## src/rtl/time_set_ctrl.sv

```systemverilog
// HH:MM BCD clock with button-driven edit mode; registered outputs, 1-cycle latency, no backpressure.
// Optional blink strobe for the edited field is built only when TIME_SET_BLINK_EN is defined.
module time_set_ctrl #(
  parameter int unsigned TIMEOUT_CYCLES = 500_000_000,
  parameter int unsigned BLINK_HALF     = 12_500_000
) (
  input  logic       clk,
  input  logic       reset,
  input  logic [1:0] btn_state,
  input  logic       tick_min,
  output logic [7:0] hr_bcd,
  output logic [7:0] min_bcd,
  output logic [1:0] field_sel,
  output logic       commit,
  output logic       blink
);

  typedef enum logic [1:0] {
    IDLE     = 2'd0,
    EDIT_HR  = 2'd1,
    EDIT_MIN = 2'd2
  } state_t;

  localparam logic [1:0]  CODE_STEP = 2'd1;
  localparam logic [1:0]  CODE_NEXT = 2'd2;
  localparam logic [7:0]  HR_MAX    = 8'h23;
  localparam logic [7:0]  MIN_MAX   = 8'h59;
  localparam logic [29:0] TO_LAST   = 30'(TIMEOUT_CYCLES - 1);

  state_t      state_q, state_d;
  logic [7:0]  run_hr_q, run_hr_d;
  logic [7:0]  run_min_q, run_min_d;
  logic [7:0]  edit_hr_q, edit_hr_d;
  logic [7:0]  edit_min_q, edit_min_d;
  logic [29:0] to_cnt_q, to_cnt_d;
  logic [7:0]  hr_q, hr_d;
  logic [7:0]  min_q, min_d;
  logic [1:0]  field_q, field_d;
  logic        commit_q, commit_d;

  // BCD increment that wraps to 00 once the value equals lim.
  function automatic logic [7:0] bcd_inc(input logic [7:0] v, input logic [7:0] lim);
    logic [7:0] r;
    if (v == lim) begin
      r = 8'h00;
    end else if (v[3:0] == 4'd9) begin
      r = {v[7:4] + 4'd1, 4'd0};
    end else begin
      r = {v[7:4], v[3:0] + 4'd1};
    end
    return r;
  endfunction

  always_ff @(posedge clk or posedge reset) begin
    if (reset) begin
      state_q    <= IDLE;
      run_hr_q   <= 8'h00;
      run_min_q  <= 8'h00;
      edit_hr_q  <= 8'h00;
      edit_min_q <= 8'h00;
      to_cnt_q   <= 30'd0;
      hr_q       <= 8'h00;
      min_q      <= 8'h00;
      field_q    <= 2'd0;
      commit_q   <= 1'b0;
    end else begin
      state_q    <= state_d;
      run_hr_q   <= run_hr_d;
      run_min_q  <= run_min_d;
      edit_hr_q  <= edit_hr_d;
      edit_min_q <= edit_min_d;
      to_cnt_q   <= to_cnt_d;
      hr_q       <= hr_d;
      min_q      <= min_d;
      field_q    <= field_d;
      commit_q   <= commit_d;
    end
  end

  always_comb begin
    state_d    = state_q;
    run_hr_d   = run_hr_q;
    run_min_d  = run_min_q;
    edit_hr_d  = edit_hr_q;
    edit_min_d = edit_min_q;
    to_cnt_d   = to_cnt_q;
    commit_d   = 1'b0;

    unique case (state_q)
      IDLE: begin
        to_cnt_d = 30'd0;
        // Entering edit wins over a same-cycle tick, so edit starts from the pre-tick time.
        if (btn_state == CODE_NEXT) begin
          state_d    = EDIT_HR;
          edit_hr_d  = run_hr_q;
          edit_min_d = run_min_q;
        end else if (tick_min) begin
          if (run_min_q == MIN_MAX) begin
            run_min_d = 8'h00;
            run_hr_d  = bcd_inc(run_hr_q, HR_MAX);
          end else begin
            run_min_d = bcd_inc(run_min_q, MIN_MAX);
          end
        end
      end

      EDIT_HR: begin
        if (btn_state == CODE_NEXT) begin
          state_d  = EDIT_MIN;
          to_cnt_d = 30'd0;
        end else if (btn_state == CODE_STEP) begin
          edit_hr_d = bcd_inc(edit_hr_q, HR_MAX);
          to_cnt_d  = 30'd0;
        end else if (to_cnt_q == TO_LAST) begin
          state_d  = IDLE;
          to_cnt_d = 30'd0;
        end else begin
          to_cnt_d = to_cnt_q + 30'd1;
        end
      end

      EDIT_MIN: begin
        if (btn_state == CODE_NEXT) begin
          state_d   = IDLE;
          run_hr_d  = edit_hr_q;
          run_min_d = edit_min_q;
          commit_d  = 1'b1;
          to_cnt_d  = 30'd0;
        end else if (btn_state == CODE_STEP) begin
          edit_min_d = bcd_inc(edit_min_q, MIN_MAX);
          to_cnt_d   = 30'd0;
        end else if (to_cnt_q == TO_LAST) begin
          state_d  = IDLE;
          to_cnt_d = 30'd0;
        end else begin
          to_cnt_d = to_cnt_q + 30'd1;
        end
      end

      default: begin
        state_d  = IDLE;
        to_cnt_d = 30'd0;
      end
    endcase

    if (state_d == IDLE) begin
      hr_d  = run_hr_d;
      min_d = run_min_d;
    end else begin
      hr_d  = edit_hr_d;
      min_d = edit_min_d;
    end
    field_d = state_d;
  end

  assign hr_bcd    = hr_q;
  assign min_bcd   = min_q;
  assign field_sel = field_q;
  assign commit    = commit_q;

`ifdef TIME_SET_BLINK_EN
  localparam int unsigned BW = (BLINK_HALF > 1) ? $clog2(BLINK_HALF) : 1;
  localparam logic [BW-1:0] BL_LAST = BW'(BLINK_HALF - 1);

  logic [BW-1:0] bl_cnt_q, bl_cnt_d;
  logic          blink_q, blink_d;

  always_ff @(posedge clk or posedge reset) begin
    if (reset) begin
      bl_cnt_q <= '0;
      blink_q  <= 1'b0;
    end else begin
      bl_cnt_q <= bl_cnt_d;
      blink_q  <= blink_d;
    end
  end

  // Phase restarts visible on a field change or a step so the new digit is shown at once.
  always_comb begin
    bl_cnt_d = bl_cnt_q;
    blink_d  = blink_q;
    if (state_d == IDLE) begin
      bl_cnt_d = '0;
      blink_d  = 1'b0;
    end else if ((state_d != state_q) || (btn_state == CODE_STEP)) begin
      bl_cnt_d = '0;
      blink_d  = 1'b1;
    end else if (bl_cnt_q == BL_LAST) begin
      bl_cnt_d = '0;
      blink_d  = ~blink_q;
    end else begin
      bl_cnt_d = bl_cnt_q + 1'b1;
    end
  end

  assign blink = blink_q;
`else
  if (BLINK_HALF == 0) begin : g_blink_half_unused
  end
  assign blink = 1'b0;
`endif

endmodule

```

## config.mk

```make
export PLATFORM = sky130hd
export DESIGN_NAME = time_set_ctrl
export DESIGN_NICKNAME = d
export VERILOG_FILES = /design/src/rtl/time_set_ctrl.sv
export SDC_FILE = /design/constraint.sdc
export NUM_CORES = 1
export LEC_CHECK = 0
export CORE_ASPECT_RATIO = 0.8
export CORE_UTILIZATION = 45
export CTS_CLUSTER_SIZE = 25
export DETAILED_ROUTE_END_ITERATION = 6
export MAX_ROUTING_LAYER = met4
export PLACE_DENSITY = 0.65
export SLEW_MARGIN = 10
export SYNTH_ARGS = -nofsm -noshare
export SYNTH_HDL_FRONTEND = slang
export SYNTH_SLANG_ARGS = --single-unit
```

## constraint.sdc

```tcl
create_clock -name clk -period 7.2 [get_ports clk]
set_input_delay 1.08 -clock clk [delete_from_list [all_inputs] [get_ports clk]]
set_output_delay 1.08 -clock clk [all_outputs]
set_load 0.02 [all_outputs]
```

==> impl_metrics.yaml, run 1 <==
run_status:
  result_of_the_run: "completed"
grt:
  globalRoute.totalOverflow: 0
  number_of_global_route_vias_before_repair: 3741
  grt_antenna_before_repair: 0
  grt_max_degree: 82
  grt_pass1_wl_um: 19200
  gr-usage-all-layers_pct: 22.6
critical_path:
  cp_data_required_time_ps: 7430
  cp-start-kind: "input pin"
  worstPathBufferInverterCount: 2
  cp.arrival_ps: 4070
  critical_path.endpoint_type: "flip-flop"
  timing.rr.start: "field_sel[0]"
  timing.rr.end: "hr_bcd[7]"
  dominant_delay_contributor_by_cell_family_on_the_critical_path: "simple AND/OR/NAND/NOR gates"
  worst_r2r_path_depth: 8
  cp_max_fo: 26
  critical-path-top-cell-by-count: "sky130_fd_sc_hd__nand2_1"
  crit_path_top_delay_cell: "sky130_fd_sc_hd__nor2b_4"
  largest_incremental_delay_on_the_critical_path_ps: 620
  setup.worst_path.class: "in -> reg"
  r2r_setup_slack_ps: 3760
  cp_cell_sequence: "clkdlybuf4s50_1, nor2b_4, nand2_1, inv_1, nand2_1, a21boi_0, a22oi_1, o21ai_0, mux2_2"
clock_network:
  cts-hold-fix-buffers: 0
  clockBufferDepth: 2
  cts-resized-gates: 0
  cts_root_buf: "sky130_fd_sc_hd__clkbuf_16"
  tritoncts: "yes"
  clk_sinks: 81
  clock_tree.htree_level_count: 3
  cts_inserted_buffers: 9
  path_clk_slew_ps: 60
  worstSkewPairLatency_ps: 350
  postCtsSetupBuffers: 0
routing:
  firstDrtPassIters: 4
  drtAntennaViolNets: 0
  violation_count_after_the_first_detailed_routing_iteration: 248
  wirelength_um: 11500
  wl_per_cell_um: 17.3
  route.vias.total: 3882
  drc_violations_left: 0
  routed_via_density: 5.83
timing:
  fin_tns_setup_ps: 0
  setup_viol_count_final: 0
  post_route_fraction_of_the_period_consumed_by_the_critical_path_pct: 53.4
  maxClockFrequency_mhz: 260
  tightest_slew_ps: 994
  finalWorstPathRequiredPeriod_ps: 3840
  unrepaired_setup_endpoints_after_global_routing: "no"
  final-hold-violation-count: 0
  finClkSkew_ps: 6.32
  slew_viol_final: 0
  timing.max_slew.rel_slack_pct: 33.7
die:
  vertical_extent_of_the_die_um: 94.4
  die-width_um: 118
  row_count: 33
  core-area_mm2: 0.0103
  floorplan.initialDensity_pct: 46.5
  io-pin-count: 25
  die_area_mm2: 0.0111
synth:
  synth_seq_cells: 81
  postSynthNetCount: 534
  synth_seq_area_share_pct: 42.2
  synthDominantAreaCellType: "sky130_fd_sc_hd__dfrtp_1"
  yosysWarnings: 0
  ys_top_cells_by_count: "sky130_fd_sc_hd__dfrtp_1 (81), sky130_fd_sc_hd__nor2_1 (57), sky130_fd_sc_hd__nand2_1 (43)"
  synth_top_flop_cell: "sky130_fd_sc_hd__dfrtp_1"
  synthArstFlopShare_pct: 100
  netlist_instances: 508
  syn_area_mm2: 0.00480
  yosysMostFrequentCell: "sky130_fd_sc_hd__dfrtp_1"
  synth_largest_type_area_fraction_pct: 42.2
  cells_taking_the_most_area_after_synthesis: "sky130_fd_sc_hd__dfrtp_1 (42%), sky130_fd_sc_hd__ha_1 (5.5%), sky130_fd_sc_hd__nor2_1 (4.5%)"
  edff_count_synth: 0
  synth.avg_cell_area_um2: 9.46
  synth.distinct_cells: 68
layout:
  fin_cells: 666
  postLayoutCoreUtil_pct: 52.7
  n_fill_cell: 961
  layout-drive-gt1-share_pct: 8.37
  area_growth_from_synthesis_to_layout_pct: 13.1
  diodes: 0
  nNetsFinal: 547
flow_run:
  maxcap_violations: 0
hold_path:
  timing.hold.worst_path_depth: 1
  hold_start: "to_cnt_q[0]"
  hold_end: "to_cnt_q[0]"
  worst_hold_path_type: "reg -> reg"
placed_design:
  hpwl_um: 7690
  gpl.final_weighted_congestion: 0.841
  portBuffers: 23
  place_inst: 650
power_and_ir_drop:
  ir_drop_v: 0.000182
  power_dens_cells_mw_per_mm2: 381
  cellLeakagePower_nw: 2.34
==> cell type report <==
class,count,area [µm²],area share (%)
Clock buffer,12,256,4.72
Clock inverter,4,73.8,1.36
Inverter,24,91.3,1.68
Multi-Input combinational cell,380,2570,47.2
Sequential cell,81,2030,37.3
Tap cell,140,175,3.22
Timing Repair Buffer,25,245,4.51
==> power by group <==
group          total (mW)  switching [mW]  internal [mW]
clock network       0.511           0.188          0.323
registers           0.706           0.142          0.564
logic               0.852           0.488          0.364
total                2.07           0.818           1.25
==> worst register-to-register path, stage by stage, from the launching register on <==
cell	delay [ps]
sky130_fd_sc_hd__dfrtp_1	430
sky130_fd_sc_hd__inv_1	120
sky130_fd_sc_hd__ha_1	660
sky130_fd_sc_hd__inv_1	570
sky130_fd_sc_hd__nor2_1	630
sky130_fd_sc_hd__nand2_1	230
sky130_fd_sc_hd__a21oi_1	250
sky130_fd_sc_hd__o32ai_2	130
sky130_fd_sc_hd__mux2_2	300
==> metal layers <==
layer | GRT usage [%] | vias up | wire [µm]
met3 | 3.74 | 11 | 539
met4 | 6.73 | 0 | 136
met1 | 31.8 | 1911 | 5710
met5 | - | - | 0
met2 | 33.6 | 112 | 5120
li1 | - | 1848 | -
==> placed cells by master (no fill, tap or decap), types with 3 or more instances in the layout <==
cell type and n:
sky130_fd_sc_hd__or2_2 3, sky130_fd_sc_hd__inv_1 23, sky130_fd_sc_hd__ha_1 21, sky130_fd_sc_hd__and3_1 8, sky130_fd_sc_hd__nand3b_1 4, sky130_fd_sc_hd__nor2_1 57, sky130_fd_sc_hd__o221ai_1 5, sky130_fd_sc_hd__nor3_1 11
sky130_fd_sc_hd__o21ai_0 19, sky130_fd_sc_hd__clkdlybuf4s50_1 23, sky130_fd_sc_hd__dfrtp_1 81, sky130_fd_sc_hd__mux2i_1 10, sky130_fd_sc_hd__xnor2_1 10, sky130_fd_sc_hd__mux2_4 8, sky130_fd_sc_hd__a21oi_1 33, sky130_fd_sc_hd__o22ai_1 4
sky130_fd_sc_hd__a21boi_0 3, sky130_fd_sc_hd__a21o_1 3, sky130_fd_sc_hd__nand4_1 16, sky130_fd_sc_hd__nand3_1 21, sky130_fd_sc_hd__mux2_2 6, sky130_fd_sc_hd__a221o_1 5, sky130_fd_sc_hd__xor2_1 24, sky130_fd_sc_hd__a211oi_1 3
sky130_fd_sc_hd__clkbuf_16 9, sky130_fd_sc_hd__nand2_1 43, sky130_fd_sc_hd__a22oi_1 6, sky130_fd_sc_hd__nor4_1 5, sky130_fd_sc_hd__and4_1 6
==> kinds of logic (layout without fill, tap and decap cells) <==
| logic type | after synthesis | count (layout) | share of synthesized area [%] |
|---|---|---|---|
| simple gates | 194 | 194 | 20.6 |
| compound gates | 106 | 106 | 15.1 |
| flops | 81 | 81 | 42.2 |
| buf+inv | 47 | 65 | 4.40 |
| xor+xnor | 34 | 34 | 6.20 |
| mux | 24 | 24 | 5.99 |
| fa+ha+maj | 21 | 21 | 5.47 |
| other cells | 1 | 1 | 0.0781 |
==> how the worst max path moves through the flow <==
stage | start | to | slack, ps | depth (start not counted)
floorplan | reset | commit | 4040 | 1
detailed placement | btn_state[1] | min_bcd[4] | 3070 | 9
global placement | btn_state[1] | min_bcd[7] | 3220 | 8
finish | btn_state[1] | min_bcd[4] | 3360 | 9
global route | btn_state[1] | min_bcd[6] | 3130 | 8
CTS | btn_state[1] | min_bcd[4] | 3400 | 9
==> flip-flops by register name, summed over array words and instances, names as in the netlist <==
register	cells
commit	1
min_bcd	8
field_sel	2
edit_min_q	8
to_cnt_q	30
edit_hr_q	8
hr_bcd	8
run_hr_q	8
run_min_q	8
==> through the flow <==
stage	worst slack (ps)	hold WS (ps)	cell area [µm²]	power, mW
floorplan	4040	455	4800	1.31
global placement	3220	472	5100	1.54
detailed placement	3070	491	5100	1.55
CTS	3400	499	5440	2.07
global route	3130	548	5440	2.19
finish	3360	496	5440	2.07
Power figures use the tool's default switching activity.
==> run 2, diff against run 1 <==
Clock period 7.2 ns to 3.95 ns, I/O delays scaled along.
==> impl_metrics.yaml, run 2 (synthesis results as in run 1) <==
power_and_ir_drop:
  power.sequential.fraction_pct: 34.5
  cellLeakagePower_nw: 2.35
  power_switching_share_pct: 40.7
  clock_power_share_pct: 21.0
  ir_drop_v: 0.000413
  switching_power_mw: 1.51
  cellInternalPower_mw: 2.20
  power_dens_cells_mw_per_mm2: 683
  power_frac_comb_pct: 44.5
timing:
  maxClockFrequency_mhz: 332
  slew_viol_final: 0
  setup_viol_count_final: 0
  finClkSkew_ps: 4.60
  timing.max_slew.rel_slack_pct: 48.6
  final_critical_path_setup_slack_ps: 937
  final-hold-violation-count: 0
  post_route_fraction_of_the_period_consumed_by_the_critical_path_pct: 76.3
  finalWorstPathRequiredPeriod_ps: 3010
  fin_tns_setup_ps: 0
  tightest_slew_ps: 764
  unrepaired_setup_endpoints_after_global_routing: "no"
layout:
  layout-drive-gt1-share_pct: 9.38
  area_growth_from_synthesis_to_layout_pct: 13.3
  diodes: 0
  mostFrequentLayoutCell: "sky130_fd_sc_hd__dfrtp_1"
  nNetsFinal: 554
  top_register: "to_cnt_q"
  largest_register_ffs: 30
  n_fill_cell: 943
  layout_common_cells: "sky130_fd_sc_hd__dfrtp_1 (81), sky130_fd_sc_hd__nor2_1 (57), sky130_fd_sc_hd__nand2_1 (43), sky130_fd_sc_hd__a21oi_1 (33), sky130_fd_sc_hd__xor2_1 (24)"
  fin_cells: 673
routing:
  route.vias.total: 3946
  drc_violations_left: 0
  wl_met1_um: 5580
  wirelength_um: 11700
  met2_routed_length_um: 5250
  routed_via_density: 5.86
  firstDrtPassIters: 5
  drtAntennaViolNets: 0
  highest_layer: "met4"
  violation_count_after_the_first_detailed_routing_iteration: 259
  wl_per_cell_um: 17.4
  dr_wl_met3_um: 750
critical_path:
  critical_path.endpoint_type: "flip-flop"
  cp-start-kind: "flip-flop"
  cp.arrival_ps: 3240
  cp_max_fo: 11
  r2r_setup_slack_ps: 940
  cp_data_required_time_ps: 4170
  worst_r2r_path_depth: 9
  timing.rr.start: "field_sel[0]"
  timing.rr.end: "min_bcd[7]"
  setup.worst_path.class: "reg -> reg"
clock_network:
  cts_inserted_buffers: 9
  cts-hold-fix-buffers: 0
  clock_tree.htree_level_count: 3
  clk_sinks: 81
  cts_root_buf: "sky130_fd_sc_hd__clkbuf_16"
  worstSkewPairLatency_ps: 340
  cts-resized-gates: 0
  postCtsSetupBuffers: 0
  path_clk_slew_ps: 60
  tritoncts: "yes"
  clockBufferDepth: 2
die:
  floorplan.initialDensity_pct: 46.5
  io-pin-count: 25
  row_count: 33
  die_area_mm2: 0.0111
  die-width_um: 118
  core-area_mm2: 0.0103
  vertical_extent_of_the_die_um: 94.4
run_status:
  result_of_the_run: "completed"
hold_path:
  timing.hold.worst_path_depth: 1
  hold_start: "to_cnt_q[0]"
  hold_end: "to_cnt_q[0]"
  worst_hold_path_type: "reg -> reg"
placed_design:
  place_inst: 657
  pre_cts_setup_slack_ps: 719
  portBuffers: 23
  gpl.final_weighted_congestion: 0.886
  hpwl_um: 8200
grt:
  grt_antenna_before_repair: 0
  globalRoute.totalOverflow: 0
  grt_pass1_wl_um: 19700
  number_of_global_route_vias_before_repair: 3829
  grt_max_degree: 41
  gr-usage-all-layers_pct: 23.4
flow_run:
  maxcap_violations: 0
run 2: cell types whose count changed in the layout (fill, tap and decap cells not counted), sizes merged:
cell    change
buf         +7
bufinv      -2
clkbuf      +1
clkinv      +2
inv         -1
run 2: power by group through the flow:
stage               clock, mW  sequential [mW]  combinational (mW)
floorplan                   0             1.30                1.09
global placement            0             1.28                1.60
detailed placement          0             1.29                1.64
CTS                     0.796             1.27                1.65
global route            0.831             1.32                1.80
finish                  0.780             1.28                1.65
run 2: critical path, stage by stage, from the launching register on:
cell and delay (ps):
sky130_fd_sc_hd__dfrtp_1 420, sky130_fd_sc_hd__inv_1 110, sky130_fd_sc_hd__ha_1 390, sky130_fd_sc_hd__nor2_1 650, sky130_fd_sc_hd__o21ai_0 150, sky130_fd_sc_hd__nand2_1 160
sky130_fd_sc_hd__o21ai_2 100, sky130_fd_sc_hd__a21boi_4 360, sky130_fd_sc_hd__buf_12 200, sky130_fd_sc_hd__mux2_2 340
run 2: layer usage:
| metal | global-route usage [%] | vias up |
|---|---|---|
| met3 | 4.77 | 13 |
| met2 | 35.3 | 136 |
| met1 | 31.5 | 1936 |
| met4 | 8.01 | 0 |
| li1 | - | 1861 |
| met5 | - | - |
run 2: cell type report:
class | count | area (µm²) | share of cell area, %
clock buffers | 13 | 260 | 4.78
clock inverters | 3 | 15.0 | 0.276
inverters | 24 | 91.3 | 1.68
multi-input cells | 380 | 2570 | 47.1
flip-flops and latches | 81 | 2030 | 37.2
well taps | 140 | 175 | 3.22
repair buffers | 32 | 310 | 5.70
run 2: how the worst max path moves through the flow:
stage / start / to / slack [ps] / cells past startpoint
final: field_sel[0] / min_bcd[7] / 940 / 9
after global routing: field_sel[0] / min_bcd[7] / 730 / 9
after CTS: field_sel[0] / min_bcd[7] / 970 / 9
after detailed placement: btn_state[1] / min_bcd[7] / 720 / 8
after global placement: btn_state[1] / hr_bcd[7] / 810 / 8
after floorplan: reset / commit / 1280 / 1
run 2: metrics by stage:
| step | utilization, % | cell area (µm²) | power, mW | hold WS, ps |
|---|---|---|---|---|
| after floorplan | - | 4800 | 2.39 | 455 |
| after global placement | 50.1 | 5170 | 2.89 | 475 |
| after detailed placement | 50.1 | 5170 | 2.92 | 485 |
| after CTS | 52.8 | 5450 | 3.72 | 493 |
| after global routing | 52.8 | 5450 | 3.95 | 537 |
| final | 52.8 | 5450 | 3.72 | 498 |
==> run 3, diff against run 2 <==
Settings changed: PLACE_DENSITY 0.65 to 0.67.
Clock period 3.95 ns to 2.7 ns, I/O delays scaled along.
==> impl_metrics.yaml, run 3 (synthesis results as in run 1) <==
routing:
  wl_per_cell_um: 16.7
  wl_met1_um: 5480
  dr_wl_met3_um: 983
  violation_count_after_the_first_detailed_routing_iteration: 272
  firstDrtPassIters: 4
  drtAntennaViolNets: 0
  highest_layer: "met4"
  drc_violations_left: 0
  route.vias.total: 3925
  routed_via_density: 5.66
  wirelength_um: 11500
  met2_routed_length_um: 4940
grt:
  grt_pass1_wl_um: 19500
  grt_antenna_before_repair: 0
  gr-usage-all-layers_pct: 23.3
  globalRoute.totalOverflow: 0
  number_of_global_route_vias_before_repair: 3956
  grt_max_degree: 61
power_and_ir_drop:
  cellLeakagePower_nw: 2.45
  power_dens_cells_mw_per_mm2: 997
  ir_drop_v: 0.000562
  power.sequential.fraction_pct: 33.3
  clock_power_share_pct: 21.8
  switching_power_mw: 2.22
  cellInternalPower_mw: 3.38
  post-layout-total-power_mw: 5.60
  power_frac_comb_pct: 44.8
  power_switching_share_pct: 39.7
timing:
  final-hold-violation-count: 0
  finalWorstPathRequiredPeriod_ps: 2350
  fin_tns_setup_ps: 0
  timing.max_slew.rel_slack_pct: 59.2
  unrepaired_setup_endpoints_after_global_routing: "no"
  tightest_slew_ps: 610
  post_route_fraction_of_the_period_consumed_by_the_critical_path_pct: 87.1
  slew_viol_final: 0
  setup_viol_count_final: 0
  maxClockFrequency_mhz: 425
  finClkSkew_ps: 6.20
die:
  io-pin-count: 25
  die-width_um: 118
  die_area_mm2: 0.0111
  row_count: 33
  core-area_mm2: 0.0103
  vertical_extent_of_the_die_um: 94.4
  floorplan.initialDensity_pct: 46.5
critical_path:
  cp-start-kind: "flip-flop"
  r2r_setup_slack_ps: 350
  cp_max_fo: 6
  worst_r2r_path_depth: 8
  critical_path.endpoint_type: "flip-flop"
  cp.arrival_ps: 2580
  setup.worst_path.end: "min_bcd[2]"
  worstSetupStartpoint: "to_cnt_q[0]"
  cp_data_required_time_ps: 2930
  setup.worst_path.class: "reg -> reg"
  timing.rr.end: "min_bcd[2]"
  timing.rr.start: "to_cnt_q[0]"
layout:
  layout.cell_area.non_filler_mm2: 0.00562
  layout_common_cells: "sky130_fd_sc_hd__dfrtp_1 (81), sky130_fd_sc_hd__nor2_1 (57), sky130_fd_sc_hd__nand2_1 (43), sky130_fd_sc_hd__a21oi_1 (33), sky130_fd_sc_hd__buf_4 (28)"
  mostFrequentLayoutCell: "sky130_fd_sc_hd__dfrtp_1"
  diodes: 0
  top_register: "to_cnt_q"
  largest_register_ffs: 30
  layout-drive-gt1-share_pct: 12.8
  n_fill_cell: 909
  area_growth_from_synthesis_to_layout_pct: 16.9
  nNetsFinal: 574
  regArea_mm2: 0.00203
  multi_input_comb_area_mm2: 0.00257
placed_design:
  hpwl_um: 8280
  portBuffers: 23
  gpl.final_weighted_congestion: 0.874
  dpl_cell_area_mm2: 0.00532
clock_network:
  path_clk_slew_ps: 60
  tritoncts: "yes"
  cts-hold-fix-buffers: 0
  cts_inserted_buffers: 9
  clock_tree.htree_level_count: 3
  clockBufferDepth: 2
  worstSkewPairLatency_ps: 340
  clk_sinks: 81
  cts-resized-gates: 0
  cts_root_buf: "sky130_fd_sc_hd__clkbuf_16"
  postCtsSetupBuffers: 0
flow_run:
  maxcap_violations: 0
run_status:
  result_of_the_run: "completed"
hold_path:
  worst_hold_path_type: "in -> async"
==> run 3: metrics by stage <==
stage,setup slack (ps),std cells,hold slack [ps],utilization (%)
floorplan,215,508,455,-
global placement,113,677,474,51.5
detailed placement,80.8,677,483,51.5
CTS,318,693,393,54.4
global route,102,693,411,54.4
finish,347,693,369,54.4
==> run 3: area by class of cell <==
| class | instances | share of cell area (%) |
|---|---|---|
| multi-input combinational | 380 | 45.7 |
| sequential | 81 | 36.1 |
| timing repair buffer | 52 | 8.20 |
| clock buffer | 11 | 4.32 |
| tap | 140 | 3.12 |
| inverter | 24 | 1.63 |
| clock inverter | 5 | 0.980 |
==> run 3: worst max-delay path: stages, from the launching register on <==
cell,delay (ps)
sky130_fd_sc_hd__dfrtp_1,390
sky130_fd_sc_hd__ha_1,190
sky130_fd_sc_hd__nand3_1,190
sky130_fd_sc_hd__nor2_1,320
sky130_fd_sc_hd__and4_1,320
sky130_fd_sc_hd__o21ai_2,90
sky130_fd_sc_hd__a21boi_4,190
sky130_fd_sc_hd__buf_4,200
sky130_fd_sc_hd__mux2_2,350
==> run 3: routing by layer <==
metal / vias up / global-route usage [%]
met3: 14 / 4.47
met2: 132 / 36.3
met5: - / -
li1: 1905 / -
met4: 0 / 6.52
met1: 1874 / 31.3
==> run 3: how the worst min path moves through the flow <==
stage | end | slack, ps | cells after the start
2_1_floorplan | to_cnt_q[0] | 450 | 1
3_3_place_gp | to_cnt_q[0] | 470 | 1
3_5_place_dp | to_cnt_q[0] | 480 | 1
4_1_cts | to_cnt_q[25] | 390 | 2
5_1_grt | commit | 410 | 2
6_report | to_cnt_q[10] | 370 | 2
==> run 3: power by group through the flow <==
stage	clock network [mW]	registers, mW	logic [mW]
2_1_floorplan	0	1.90	1.60
3_3_place_gp	0	1.87	2.46
3_5_place_dp	0	1.88	2.49
4_1_cts	1.24	1.86	2.51
5_1_grt	1.30	1.92	2.76
6_report	1.22	1.87	2.51
